`src/rtl/pipe_hazard_ctrl_pkg.sv`:
```
// Shared constants and decode payload for the pipeline hazard unit.
//   RV32I base opcodes, forwarding-select encodings, legal load-latency
//   range and the reg_use_t decode record.
package pipe_hazard_ctrl_pkg;

  localparam logic [6:0] OPC_LUI    = 7'b0110111;
  localparam logic [6:0] OPC_AUIPC  = 7'b0010111;
  localparam logic [6:0] OPC_JAL    = 7'b1101111;
  localparam logic [6:0] OPC_JALR   = 7'b1100111;
  localparam logic [6:0] OPC_BRANCH = 7'b1100011;
  localparam logic [6:0] OPC_LOAD   = 7'b0000011;
  localparam logic [6:0] OPC_STORE  = 7'b0100011;
  localparam logic [6:0] OPC_ARI_I  = 7'b0010011;
  localparam logic [6:0] OPC_ARI_R  = 7'b0110011;
  localparam logic [6:0] OPC_FENCE  = 7'b0001111;
  localparam logic [6:0] OPC_SYSTEM = 7'b1110011;

  localparam logic [1:0] FWD_RF = 2'd0;
  localparam logic [1:0] FWD_M  = 2'd1;
  localparam logic [1:0] FWD_W  = 2'd2;

  localparam int unsigned LOAD_LAT_MIN = 1;
  localparam int unsigned LOAD_LAT_MAX = 3;
  localparam int unsigned LOAD_CNT_W   = 2;

  typedef struct packed {
    logic uses_rs1;
    logic uses_rs2;
    logic writes_rd;
    logic is_load;
    logic illegal;
  } reg_use_t;

endpackage

```
`src/rtl/pipe_hazard_ctrl_if.sv`:
```
// Decode-slot inputs and pipeline-control outputs of the hazard unit.
//   master: pipeline side driving D-slot info, redirect and dmem stall
//   slave : hazard unit returning stall/bubble/kill/forward/illegal
interface pipe_hazard_ctrl_if;
  logic [31:0] d_inst;
  logic        d_valid;
  logic        x_redirect;
  logic        dmem_stall;
  logic        stall_f;
  logic        stall_d;
  logic        bubble_x;
  logic        kill_d;
  logic        kill_f;
  logic [1:0]  fwd_a_sel;
  logic [1:0]  fwd_b_sel;
  logic        illegal_d;

  modport master (
    output d_inst, d_valid, x_redirect, dmem_stall,
    input  stall_f, stall_d, bubble_x, kill_d, kill_f,
           fwd_a_sel, fwd_b_sel, illegal_d
  );

  modport slave (
    input  d_inst, d_valid, x_redirect, dmem_stall,
    output stall_f, stall_d, bubble_x, kill_d, kill_f,
           fwd_a_sel, fwd_b_sel, illegal_d
  );
endinterface

```
`src/rtl/pipe_hazard_ctrl_reg_use_dec.sv`:
```
// Combinational opcode decoder: which register fields an instruction
// reads/writes, whether it is a load, and whether the opcode is outside
// the RV32I base set.
//   opcode    : instruction bits [6:0]
//   reg_use_c : decoded register-usage record
module pipe_hazard_ctrl_reg_use_dec
  import pipe_hazard_ctrl_pkg::*;
(
  input  logic [6:0] opcode,
  output reg_use_t   reg_use_c
);

  always_comb begin
    reg_use_c = '0;
    unique case (opcode)
      OPC_ARI_R: begin
        reg_use_c.uses_rs1  = 1'b1;
        reg_use_c.uses_rs2  = 1'b1;
        reg_use_c.writes_rd = 1'b1;
      end
      OPC_ARI_I, OPC_JALR: begin
        reg_use_c.uses_rs1  = 1'b1;
        reg_use_c.writes_rd = 1'b1;
      end
      OPC_LOAD: begin
        reg_use_c.uses_rs1  = 1'b1;
        reg_use_c.writes_rd = 1'b1;
        reg_use_c.is_load   = 1'b1;
      end
      OPC_STORE, OPC_BRANCH: begin
        reg_use_c.uses_rs1 = 1'b1;
        reg_use_c.uses_rs2 = 1'b1;
      end
      OPC_JAL, OPC_LUI, OPC_AUIPC: begin
        reg_use_c.writes_rd = 1'b1;
      end
      OPC_FENCE, OPC_SYSTEM: begin
        reg_use_c = '0;
      end
      default: begin
        reg_use_c.illegal = 1'b1;
      end
    endcase
  end

endmodule

```
`src/rtl/pipe_hazard_ctrl.sv`:
```
// Pipeline hazard and control unit for the 5-stage RV32I core.
// Tracks X/M/W occupancy in a scoreboard and produces load-use stalls,
// redirect kills, dmem freeze and operand forwarding selects.
//   clk, reset : core clock, asynchronous active-high reset
//   hz (slave) : D-slot instruction/valid, x_redirect, dmem_stall in;
//                stall_f/stall_d/bubble_x/kill_d/kill_f, fwd_a/b_sel,
//                illegal_d out (combinational from inputs + scoreboard)
// LOAD_LAT must lie in LOAD_LAT_MIN..LOAD_LAT_MAX; FLUSH_SLOTS is 1 or 2.
module pipe_hazard_ctrl
  import pipe_hazard_ctrl_pkg::*;
#(
  parameter int unsigned REG_AW      = 5,
  parameter int unsigned LOAD_LAT    = 1,
  parameter int unsigned FLUSH_SLOTS = 2
) (
  input  logic              clk,
  input  logic              reset,
  pipe_hazard_ctrl_if.slave hz
);

  typedef struct packed {
    logic              valid;
    logic [REG_AW-1:0] rd;
    logic              wen;
    logic              is_load;
    logic [REG_AW-1:0] rs1;
    logic [REG_AW-1:0] rs2;
  } slot_t;

  logic [31:0]           inst;
  logic                  unused_inst;
  reg_use_t              dec_c;
  slot_t                 d_slot;
  slot_t                 x_q, m_q, w_q, x_d, m_d, w_d;
  logic [LOAD_CNT_W-1:0] cnt_q, cnt_d;
  logic [REG_AW-1:0]     load_rd_q, load_rd_d;
  logic                  out_en_q;
  logic                  load_hit;
  logic                  stall_f_c, stall_d_c, bubble_x_c, kill_d_c, kill_f_c;
  logic [1:0]            fwd_a_c, fwd_b_c;

  assign inst        = hz.d_inst;
  assign unused_inst = ^inst;

  pipe_hazard_ctrl_reg_use_dec u_dec (
    .opcode    (inst[6:0]),
    .reg_use_c (dec_c)
  );

  // Youngest non-load writer in M wins over W; x0 and unused fields never match.
  function automatic logic [1:0] fwd_sel(input logic [REG_AW-1:0] rs,
                                         input slot_t m, input slot_t w);
    if (rs == '0)                                          return FWD_RF;
    else if (m.valid && m.wen && !m.is_load && m.rd == rs) return FWD_M;
    else if (w.valid && w.wen && w.rd == rs)               return FWD_W;
    else                                                   return FWD_RF;
  endfunction

  // D-slot scoreboard entry; unused fields are zeroed so they cannot match.
  always_comb begin
    d_slot = '0;
    if (hz.d_valid && !dec_c.illegal) begin
      d_slot.valid   = 1'b1;
      d_slot.is_load = dec_c.is_load;
      d_slot.rd      = dec_c.writes_rd ? inst[7 +: REG_AW] : '0;
      d_slot.wen     = dec_c.writes_rd && (inst[7 +: REG_AW] != '0);
      d_slot.rs1     = dec_c.uses_rs1 ? inst[15 +: REG_AW] : '0;
      d_slot.rs2     = dec_c.uses_rs2 ? inst[20 +: REG_AW] : '0;
    end
  end

  // Control outputs; out_en_q keeps everything low for the first cycle after reset.
  always_comb begin
    stall_f_c  = 1'b0;
    stall_d_c  = 1'b0;
    bubble_x_c = 1'b0;
    kill_d_c   = 1'b0;
    kill_f_c   = 1'b0;
    fwd_a_c    = FWD_RF;
    fwd_b_c    = FWD_RF;
    load_hit   = (cnt_q != '0) && (load_rd_q != '0) &&
                 ((d_slot.rs1 == load_rd_q) || (d_slot.rs2 == load_rd_q));
    if (out_en_q) begin
      fwd_a_c = fwd_sel(x_q.rs1, m_q, w_q);
      fwd_b_c = fwd_sel(x_q.rs2, m_q, w_q);
      if (hz.dmem_stall) begin
        stall_f_c = 1'b1;
        stall_d_c = 1'b1;
      end else if (hz.x_redirect) begin
        kill_d_c = 1'b1;
        kill_f_c = (FLUSH_SLOTS == 2);
      end else if (load_hit) begin
        stall_f_c  = 1'b1;
        stall_d_c  = 1'b1;
        bubble_x_c = 1'b1;
      end
    end
  end

  // Scoreboard shift and load counter; everything holds while frozen.
  always_comb begin
    x_d       = x_q;
    m_d       = m_q;
    w_d       = w_q;
    cnt_d     = cnt_q;
    load_rd_d = load_rd_q;
    if (out_en_q && !hz.dmem_stall) begin
      x_d = (bubble_x_c || kill_d_c) ? '0 : d_slot;
      m_d = x_q;
      w_d = m_q;
      if (x_d.valid && x_d.is_load) begin
        cnt_d     = LOAD_CNT_W'(LOAD_LAT);
        load_rd_d = x_d.rd;
      end else if (cnt_q != '0) begin
        cnt_d = cnt_q - LOAD_CNT_W'(1);
      end
    end
  end

  always_ff @(posedge clk or posedge reset) begin
    if (reset) begin
      out_en_q  <= 1'b0;
      x_q       <= '0;
      m_q       <= '0;
      w_q       <= '0;
      cnt_q     <= '0;
      load_rd_q <= '0;
    end else begin
      out_en_q  <= 1'b1;
      x_q       <= x_d;
      m_q       <= m_d;
      w_q       <= w_d;
      cnt_q     <= cnt_d;
      load_rd_q <= load_rd_d;
    end
  end

  assign hz.stall_f   = stall_f_c;
  assign hz.stall_d   = stall_d_c;
  assign hz.bubble_x  = bubble_x_c;
  assign hz.kill_d    = kill_d_c;
  assign hz.kill_f    = kill_f_c;
  assign hz.fwd_a_sel = fwd_a_c;
  assign hz.fwd_b_sel = fwd_b_c;
  assign hz.illegal_d = out_en_q && hz.d_valid && dec_c.illegal;

endmodule

```
`src/flat_wrapper.sv`:
```
// flat-port wrapper written by rule: the top's interface ports become plain ports
module pipe_hazard_ctrl_flat import pipe_hazard_ctrl_pkg::*;
#(
  parameter int unsigned REG_AW      = 5,
  parameter int unsigned LOAD_LAT    = 1,
  parameter int unsigned FLUSH_SLOTS = 2
)
  (clk, reset, hz_d_inst, hz_d_valid, hz_x_redirect, hz_dmem_stall, hz_stall_f, hz_stall_d, hz_bubble_x, hz_kill_d, hz_kill_f, hz_fwd_a_sel, hz_fwd_b_sel, hz_illegal_d);
  pipe_hazard_ctrl_if hz_i ();
  input  logic clk;
  input  logic reset;
  input wire logic [$bits(hz_i.d_inst)-1:0] hz_d_inst;
  input wire logic [$bits(hz_i.d_valid)-1:0] hz_d_valid;
  input wire logic [$bits(hz_i.x_redirect)-1:0] hz_x_redirect;
  input wire logic [$bits(hz_i.dmem_stall)-1:0] hz_dmem_stall;
  output wire logic [$bits(hz_i.stall_f)-1:0] hz_stall_f;
  output wire logic [$bits(hz_i.stall_d)-1:0] hz_stall_d;
  output wire logic [$bits(hz_i.bubble_x)-1:0] hz_bubble_x;
  output wire logic [$bits(hz_i.kill_d)-1:0] hz_kill_d;
  output wire logic [$bits(hz_i.kill_f)-1:0] hz_kill_f;
  output wire logic [$bits(hz_i.fwd_a_sel)-1:0] hz_fwd_a_sel;
  output wire logic [$bits(hz_i.fwd_b_sel)-1:0] hz_fwd_b_sel;
  output wire logic [$bits(hz_i.illegal_d)-1:0] hz_illegal_d;
  assign hz_i.d_inst = hz_d_inst;
  assign hz_i.d_valid = hz_d_valid;
  assign hz_i.x_redirect = hz_x_redirect;
  assign hz_i.dmem_stall = hz_dmem_stall;
  assign hz_stall_f = hz_i.stall_f;
  assign hz_stall_d = hz_i.stall_d;
  assign hz_bubble_x = hz_i.bubble_x;
  assign hz_kill_d = hz_i.kill_d;
  assign hz_kill_f = hz_i.kill_f;
  assign hz_fwd_a_sel = hz_i.fwd_a_sel;
  assign hz_fwd_b_sel = hz_i.fwd_b_sel;
  assign hz_illegal_d = hz_i.illegal_d;
  pipe_hazard_ctrl #(.REG_AW(REG_AW), .LOAD_LAT(LOAD_LAT), .FLUSH_SLOTS(FLUSH_SLOTS)) u_core (.clk(clk), .reset(reset), .hz(hz_i));
endmodule
```
`config.mk`:
```
export PLATFORM = sky130hd
export DESIGN_NAME = pipe_hazard_ctrl_flat
export DESIGN_NICKNAME = d
export VERILOG_FILES = /design/src/rtl/pipe_hazard_ctrl_pkg.sv /design/src/rtl/pipe_hazard_ctrl_if.sv /design/src/rtl/pipe_hazard_ctrl_reg_use_dec.sv /design/src/rtl/pipe_hazard_ctrl.sv /design/src/flat_wrapper.sv
export SDC_FILE = /design/constraint.sdc
export NUM_CORES = 1
export LEC_CHECK = 0
export CORE_ASPECT_RATIO = 1.2
export CORE_UTILIZATION = 48
export CTS_BUF_LIST = sky130_fd_sc_hd__clkbuf_4
export DETAILED_ROUTE_END_ITERATION = 10
export HOLD_SLACK_MARGIN = 0.03
export PLACE_DENSITY = 0.78
export SYNTH_ARGS = -nofsm -noshare
export SYNTH_HDL_FRONTEND = slang
export SYNTH_HIERARCHICAL = 1
export SYNTH_SLANG_ARGS = --single-unit
```
`constraint.sdc`:
```
create_clock -name clk -period 2.5 [get_ports clk]
set_input_delay 0.375 -clock clk [delete_from_list [all_inputs] [get_ports clk]]
set_output_delay 0.375 -clock clk [all_outputs]
set_load 0.05 [all_outputs]
```
==> results of run 1 <==
[registers in the layout, indices dropped and copies added, names as in the netlist]
signal,cells
u_core/w_q,7
u_core/out_en_q,1
u_core/load_rd_q,5
u_core/x_q,18
u_core/cnt_q,2
u_core/m_q,8
[worst paths after layout]
| check | startpoint | endpoint | slack (ns) | cells after the start |
|---|---|---|---|---|
| setup / recovery | hz_d_inst[4] | hz_stall_f | -0.06 | 10 |
| setup reg to reg | u_core/cnt_q[0] | u_core/cnt_q[1] | 0.20 | 11 |
| hold reg to reg | u_core/x_q[13] | u_core/m_q[13] | 0.48 | 2 |
| max in group asynchronous | reset | u_core/m_q[12] | 1.72 | 3 |
| min in group clk | u_core/x_q[13] | u_core/m_q[13] | 0.48 | 2 |
| hold / removal | reset | u_core/m_q[11] | 0.42 | 3 |
[routing by layer]
metal	vias to the layer above	track usage, %	part of all wire (%)
li1	1030	-	-
met5	-	0	0
met4	0	13.8	3.7
met2	69	45.6	52
met3	23	4.31	3.4
met1	1072	31.9	41
[worst register-to-register path: cells and delay by family, from the launching register on]
| family | cells | cell delay [ns] |
|---|---|---|
| flops | 1 | 0.37 |
| fa+ha+maj | 1 | 0.24 |
| compound gates | 3 | 0.73 |
| buf+inv | 5 | 0.64 |
| simple gates | 2 | 0.26 |
[what timing repair did]
action	4_1_cts	5_1_grt
resized for setup	44	4
hold buffers	0	0
endpoints found under the hold margin	0	0
pin swaps	13	14
buffers inserted	11	1
cloned	1	0
setup endpoints to repair	26	3
[synth_stat cells (2+ instances only)]
| cell | count |
|---|---|
| a211oi_1 | 2 |
| a21o_1 | 2 |
| a22o_1 | 4 |
| a31oi_1 | 2 |
| a32o_1 | 11 |
| and2_1 | 7 |
| buf_1 | 3 |
| buf_2 | 2 |
| buf_4 | 2 |
| clkbuf_1 | 4 |
| dfrtp_1 | 41 |
| inv_1 | 8 |
| mux2i_1 | 4 |
| nand2_1 | 55 |
| nand2b_1 | 4 |
| nand3_1 | 2 |
| nand3b_1 | 2 |
| nand4_1 | 6 |
| nand4b_1 | 6 |
| nor2_1 | 12 |
| nor3_1 | 7 |
| nor4_1 | 4 |
| nor4bb_1 | 2 |
| o21a_1 | 2 |
| o21ai_0 | 7 |
| or4_1 | 3 |
| xnor2_1 | 15 |
| xor2_1 | 13 |
[per-stage QoR]
stage                     cell area [um2]  setup TNS [ns]  std cells  utilization [%]
after floorplan                      2390          -0.140        251                -
after global placement               2990          -11.91        357             64.1
after detailed placement             2990          -13.58        357             64.1
after CTS                            3250         -0.0667        376             69.7
after global routing                 3270           -1.06        377             70.2
final                                3270          -0.168        377             70.2
[logic make-up (layout without fill, tap and decap cells)]
kind of cell             after synthesis  in the layout  synth area share, %
AND/OR/NAND/NOR                      117            117                 25.9
multiplexers                           5              5                 2.18
AO/OA/AOI/OAI                         38             39                 13.4
buffers and inverters                 20             87                 3.93
flip-flops                            41             41                 43.5
adder cells (fa/ha/maj)                1              1                0.530
XOR/XNOR                              28             28                 10.4
other                                  1              1                0.159
[where the power goes]
group          switching [mW]  internal, mW
Sequential             0.0122         0.682
Combinational           0.134         0.121
Clock                   0.231         0.315
Total                   0.377          1.12
[final cells by class]
| cell class | count | area (um2) | share of cell area [%] |
|---|---|---|---|
| Sequential cell | 41 | 1030 | 31.3 |
| Multi-Input combinational cell | 191 | 1360 | 41.6 |
| Timing Repair Buffer | 71 | 677 | 20.7 |
| Tap cell | 58 | 72.6 | 2.22 |
| Clock inverter | 3 | 68.8 | 2.10 |
| Clock buffer | 5 | 37.5 | 1.15 |
| Inverter | 8 | 30.0 | 0.917 |
==> qor.yml, run 1 <==
status: "finished with violations"
violations: "negative setup slack"
slew_headroom_pct: 54.1
end_kind: "primary output"
cp.arrival_ns: 2.19
n_fill_cell: 347
syn_area_mm2: 0.00236
firstDrtPassIters: 4
die_h_um: 78.8
yosysUniqueCellTypes: 47
max_clock_freq_mhz: 390
clk_latency_ns: 0.36
syn_nets: 289
cts_buffers: 5
synth-edff-count: 0
drc_errors: 0
startpoint_type: "input pin"
slew_violations: 0
pre_cts_slack_ns: -0.565
mostFrequentLayoutCells: "nand2_1 (53), dfrtp_1 (41), buf_4 (37)"
htreeDepth: 2
synthCells: 251
std_cell_rows: 27
viasPerCell: 5.82
crit_slowest_cell: "o32a_4"
clk_path_buf_depth: 2
worst_pin_slew_ns: 0.683
cpPeakStageDelay_ns: 0.38
nets: 356
cts_root_buf: "clkbuf_4"
cp_data_required_time_ns: 2.12
grt_pass1_wl_mm: 10.5
critical_path.cell_chain: "buf_6 -> and2b_2 -> o21ai_4 -> a32oi_2 -> nand3b_1 -> nor2_2 -> o32a_4 -> o22ai_4 -> o21a_4 -> buf_12"
synth_area_leaders: "dfrtp_1 (44%), nand2_1 (8.8%), xnor2_1 (5.6%), xor2_1 (4.8%), a32o_1 (4.7%)"
ys_seq_area_share_pct: 43.5
grt_setup_unrepaired: "yes"
peakVddDrop_mv: 0.257
min_path_type: "input pin to asynchronous set/reset pin"
grt_pass1_vias: 2256
ant_nets: 0
p_per_area_mw_per_mm2: 456
critPathTopFamily: "compound AO/OA/AOI/OAI gates"
diodes: 0
power.leakage_nw: 1.55
dieArea_mm2: 0.00520
num_vias: 2194
mostFrequentLayoutCell: "nand2_1"
path_clk_slew_ns: 0.13
overflow: 0
ioPinCount: 47
routed_wl_mm: 6.24
grt_max_degree: 42
ys_seq_elements: 41
async_flop_share_pct: 100
initial_core_util_pct: 50.6
cts_tree: "done"
hpwl_mm: 4.53
fin_hold_ws_ns: 0.425
p_total_mw: 1.49
antenna_found_initial: 0
synth_top_area_share_pct: 43.5
clock_skew_ns: 0.00936
grt_util_all_layers_pct: 26.8
fp.coreArea_mm2: 0.00466
period_needed_ns: 2.56
setup_viol: 3
drtIter0Drc: 152
syn_area_per_cell_um2: 9.40
finalHoldViolations: 0
crit_fanout: 5
yosys.area.top_type: "dfrtp_1"
cts.sinks: 41
yosys_most_used_dff: "dfrtp_1"
crit_type: "input pin to primary output"
crit_buf_inv: 2
maxCapViolations: 0
port_buffers: 36
die_w_um: 66.0
yosys_warnings: 6
fin_crit_sh_pct: 103
area_delta_synth_final_pct: 38.8
fin_ws_ns: -0.0642
final_layout_size_suffix_gt1_share_pct: 25.4
gp_congestion: 0.904
avgRoutedWirePerCell_um: 16.6
Note: power is estimated with default switching activity, not from simulation.
==> inputs of run 2 (changes only) <==
--- a/config.mk
+++ b/config.mk
@@ -11,6 +11,7 @@
 export DETAILED_ROUTE_END_ITERATION = 10
 export HOLD_SLACK_MARGIN = 0.03
 export PLACE_DENSITY = 0.78
+export SKIP_LAST_GASP = 1
 export SYNTH_ARGS = -nofsm -noshare
 export SYNTH_HDL_FRONTEND = slang
 export SYNTH_HIERARCHICAL = 1
==> qor.yml, run 2 (same netlist as run 1, synthesis figures left out) <==
status: "finished with violations"
violations: "negative setup slack"
crit_slowest_cell: "a32oi_1"
power.leakage_nw: 1.55
final_cells: 377
crit_type: "input pin to primary output"
worst_pin_slew_ns: 0.680
startpoint_type: "input pin"
cts_hold_buf: 0
slew_violations: 0
crit_path_end: "hz_stall_f"
cts.sinks: 41
avgRoutedWirePerCell_um: 16.4
peakVddDrop_mv: 0.257
fp.coreArea_mm2: 0.00466
gp_congestion: 0.904
setup_viol: 3
path_clk_slew_ns: 0.13
dieArea_mm2: 0.00520
r2r_cells: 11
final_layout_size_suffix_gt1_share_pct: 25.4
clock_skew_ns: 0.0113
seq_area_mm2: 0.00103
grt_pass1_vias: 2256
drc_errors: 0
mostFrequentLayoutCells: "nand2_1 (53), dfrtp_1 (41), buf_4 (37)"
placedCellCount: 357
overflow: 0
initial_core_util_pct: 50.6
std_cell_rows: 27
diodes: 0
grt_setup_unrepaired: "yes"
grt_pass1_wl_mm: 10.5
drtIter0Drc: 203
cts_tree: "done"
cts_root_buf: "clkbuf_4"
firstDrtPassIters: 4
crit_fanout: 4
cp_data_required_time_ns: 2.12
cp.arrival_ns: 2.19
ioPinCount: 47
multi_input_area_mm2: 0.00136
slew_headroom_pct: 54.4
startpoint: "hz_d_inst[2]"
max_clock_freq_mhz: 389
clk_latency_ns: 0.36
maxCapViolations: 0
clk_path_buf_depth: 2
port_buffers: 36
fin_ws_ns: -0.0690
mostFrequentLayoutCell: "nand2_1"
largest_register_ff_count: 18
ant_nets: 0
fin_hold_ws_ns: 0.421
num_vias: 2181
p_per_area_mw_per_mm2: 456
min_path_type: "input pin to asynchronous set/reset pin"
finalHoldViolations: 0
cts_buffers: 5
die_h_um: 78.8
n_fill_cell: 347
viasPerCell: 5.79
hpwl_mm: 4.53
rrSetupSlack_ns: 0.19
grt_max_degree: 42
pre_cts_slack_ns: -0.565
worstReg2RegStart: "u_core/cnt_q[0]"
area_delta_synth_final_pct: 38.8
crit_buf_inv: 3
die_w_um: 66.0
grt_util_all_layers_pct: 26.8
end_kind: "primary output"
critPathTopFamily: "compound AO/OA/AOI/OAI gates"
critical_path.cell_chain: "buf_6 -> and2b_2 -> buf_4 -> a32oi_1 -> nand4b_1 -> xnor2_1 -> nand4_1 -> o22ai_4 -> o21a_4 -> buf_12"
worst-path-stages: 10
fin_crit_sh_pct: 103
top_register: "u_core/x_q"
nets: 356
antenna_found_initial: 0
top_regs: "u_core/x_q (18), u_core/m_q (8), u_core/w_q (7)"
routed_wl_mm: 6.19
cpPeakStageDelay_ns: 0.31
period_needed_ns: 2.57
r2r_end: "u_core/cnt_q[1]"
postLayoutCoreUtil_pct: 70.2
htreeDepth: 2
==> run 2: cell counts in the layout (fill, tap and decap cells not counted) <==
Identical to the previous run, type by type.
==> run 2: cell type report <==
cell class / count / area share, %
inverters: 8 / 0.917
clock buffers: 5 / 1.15
flip-flops and latches: 41 / 31.3
clock inverters: 3 / 2.10
multi-input cells: 191 / 41.6
well taps: 58 / 2.22
repair buffers: 71 / 20.7
==> run 2: power by group <==
group,internal (mW),switching (mW),total (mW)
logic,0.121,0.133,0.254
clock network,0.315,0.231,0.546
registers,0.682,0.0121,0.694
==> run 2: what timing repair did <==
action | CTS | global route
gates resized for setup | 44 | 4
setup endpoints to repair | 26 | 3
pin swaps | 13 | 9
gates cloned | 1 | 0
buffers inserted | 11 | 1
==> run 2: per-stage QoR <==
step / area, um2 / setup TNS [ns] / power, mW
floorplan: 2390 / -0.140 / 0.822
global placement: 2990 / -11.91 / 0.929
detailed placement: 2990 / -13.58 / 0.936
CTS: 3250 / -0.0667 / 1.50
global route: 3270 / -1.14 / 1.56
finish: 3270 / -0.183 / 1.49
==> run 2: worst min path at each step <==
stage                     cells after the start  slack, ns             end            from
final                                         3       0.42  u_core/x_q[17]           reset
after global routing                          3       0.45  u_core/m_q[11]           reset
after CTS                                     3       0.44  u_core/x_q[17]           reset
after global placement                        2       0.45  u_core/m_q[12]  u_core/x_q[12]
after detailed placement                      2       0.46  u_core/m_q[13]  u_core/x_q[13]
after floorplan                               2       0.44  u_core/m_q[11]  u_core/x_q[11]
==> run 2: tightest hold or removal path, stage by stage <==
cell and delay (ns):
clkdlybuf4s50_1 0.40, inv_1 0.05, buf_4 0.42
==> run 2: per-layer routing <==
layer	routed length, um	part of all wire, %	vias to the layer above	GRT usage (%)
met5	0	0	-	0
met4	203	3.3	0	13.8
met3	220	3.6	19	4.31
met2	3250	52	65	45.6
met1	2520	41	1071	31.9
li1	-	-	1026	-
==> inputs of run 3 (changes only) <==
--- a/config.mk
+++ b/config.mk
@@ -5,6 +5,7 @@
 export SDC_FILE = /design/constraint.sdc
 export NUM_CORES = 1
 export LEC_CHECK = 0
+export ABC_AREA = 0
 export CORE_ASPECT_RATIO = 1.2
 export CORE_UTILIZATION = 48
 export CTS_BUF_LIST = sky130_fd_sc_hd__clkbuf_4
==> constraint.sdc (replaced) <==
create_clock -name clk -period 2.5 [get_ports clk]
set_input_delay 0.375 -clock clk [delete_from_list [all_inputs] [get_ports clk]]
set_output_delay 0.375 -clock clk [all_outputs]
set_load 0.02 [all_outputs]
==> qor.yml, run 3 (same netlist as run 1, synthesis figures left out) <==
drc_errors: 0
max_clock_freq_mhz: 388
top_regs: "u_core/x_q (18), u_core/m_q (8), u_core/w_q (7)"
violations: "negative setup slack"
rrSetupSlack_ns: 0.39
port_buffers: 36
fp.coreArea_mm2: 0.00466
startpoint_type: "input pin"
fin_crit_sh_pct: 103
gp_congestion: 0.808
ioPinCount: 47
cts_buffers: 5
p_per_area_mw_per_mm2: 395
grt_pass1_wl_mm: 9.90
cts.sinks: 41
nets: 360
crit_path_end: "hz_bubble_x"
status: "finished with violations"
viasPerCell: 5.67
die_h_um: 78.8
min_path_type: "input pin to asynchronous set/reset pin"
clock_skew_ns: 0.0138
final_layout_size_suffix_gt1_share_pct: 23.5
critical_path.cell_chain: "dlygate4sd2_1 -> nand2_4 -> inv_2 -> a32oi_4 -> nand3b_1 -> nor2_1 -> o32a_2 -> o22ai_4 -> and2_4 -> buf_6"
worst-path-stages: 10
antenna_found_initial: 0
overflow: 0
crit_slowest_cell: "o32a_2"
slew_violations: 0
critPathTopFamily: "compound AO/OA/AOI/OAI gates"
crit_fanout: 4
cts_root_buf: "clkbuf_4"
slew_headroom_pct: 55.2
clk_latency_ns: 0.34
grt_pass1_vias: 2198
startpoint: "hz_d_inst[0]"
initial_core_util_pct: 50.6
clk_path_buf_depth: 2
avgRoutedWirePerCell_um: 16.1
power.leakage_nw: 1.53
p_total_mw: 1.27
top_register: "u_core/x_q"
num_vias: 2159
diodes: 0
finalHoldViolations: 0
die_w_um: 66.0
routed_wl_mm: 6.12
crit_buf_inv: 3
cp.arrival_ns: 2.20
cts_tree: "done"
worstReg2RegStart: "u_core/load_rd_q[1]"
crit_type: "input pin to primary output"
r2r_cells: 8
period_needed_ns: 2.58
maxCapViolations: 0
ant_nets: 0
firstDrtPassIters: 5
peakVddDrop_mv: 0.212
r2r_end: "u_core/x_q[7]"
grt_util_all_layers_pct: 24.9
area_delta_synth_final_pct: 36.3
largest_register_ff_count: 18
htreeDepth: 2
path_clk_slew_ns: 0.12
worst_pin_slew_ns: 0.667
cts_hold_buf: 0
cpPeakStageDelay_ns: 0.35
postLayoutCoreUtil_pct: 68.9
grt_setup_unrepaired: "yes"
std_cell_rows: 27
dpl_cell_area_mm2: 0.00299
hpwl_mm: 4.41
dieArea_mm2: 0.00520
cp_data_required_time_ns: 2.12
grt_max_degree: 42
setup_viol: 3
end_kind: "primary output"
mostFrequentLayoutCells: "nand2_1 (53), dfrtp_1 (41), buf_4 (38)"
stdcell_area_mm2: 0.00321
drtIter0Drc: 154
fin_ws_ns: -0.0752
mostFrequentLayoutCell: "nand2_1"
run 3: changes by cell type in the layout (fill, tap and decap cells not counted), sizes merged:
cell | previous run | this run
buf | 50 | 47
bufinv | 2 | 0
clkdlybuf4s15 | 2 | 1
clkdlybuf4s50 | 18 | 21
clkinv | 0 | 3
dlygate4sd2 | 0 | 5
inv | 9 | 8
run 3: where the power goes:
part,switching (mW),total [mW],internal [mW]
Sequential,0.0128,0.694,0.682
Combinational,0.131,0.258,0.126
Clock,0.211,0.318,0.107
Total,0.355,1.27,0.915
run 3: per-stage QoR:
stage / setup slack (ns) / hold WS [ns] / TNS [ns] / instances
6_report: -0.0752 / 0.443 / -0.192 / 381
5_1_grt: -0.131 / 0.479 / -0.362 / 381
4_1_cts: -0.0349 / 0.450 / -0.0591 / 379
3_5_place_dp: -0.899 / 0.460 / -17.15 / 366
3_3_place_gp: -0.820 / 0.453 / -15.76 / 366
2_1_floorplan: 0.0166 / 0.439 / 0 / 251
run 3: timing repair:
| item | 4_1_cts | 5_1_grt |
|---|---|---|
| cloned | 1 | 0 |
| setup endpoints to repair | 31 | 8 |
| pin swaps | 13 | 11 |
| resized for setup | 69 | 12 |
| buffers inserted | 4 | 2 |
run 3: cell type report:
cell class / count / area (um2)
multi-input cells: 191 / 1380
well taps: 58 / 72.6
inverters: 8 / 30.0
repair buffers: 75 / 651
fillers: 371 / 1450
flip-flops and latches: 41 / 1030
clock inverters: 3 / 17.5
clock buffers: 5 / 37.5
run 3: worst min path at each step:
stage,to,slack (ns),depth (start not counted)
after CTS,u_core/x_q[15],0.45,3
after detailed placement,u_core/m_q[13],0.46,2
after global placement,u_core/m_q[14],0.45,2
after global routing,u_core/m_q[11],0.48,3
after floorplan,u_core/m_q[11],0.44,2
final,u_core/x_q[11],0.44,3
run 3: tightest hold or removal path, delay by kind of cell:
| family | cells | cell delay (ns) |
|---|---|---|
| buffers and inverters | 3 | 0.86 |
run 3: metal layers:
| metal | up-vias | global-route usage, % | part of all wire (%) |
|---|---|---|---|
| met3 | 12 | 4.60 | 2.6 |
| met5 | - | 0 | 0 |
| met2 | 60 | 44.3 | 52 |
| li1 | 1035 | - | - |
| met1 | 1052 | 28.6 | 43 |
| met4 | 0 | 10.9 | 2.5 |
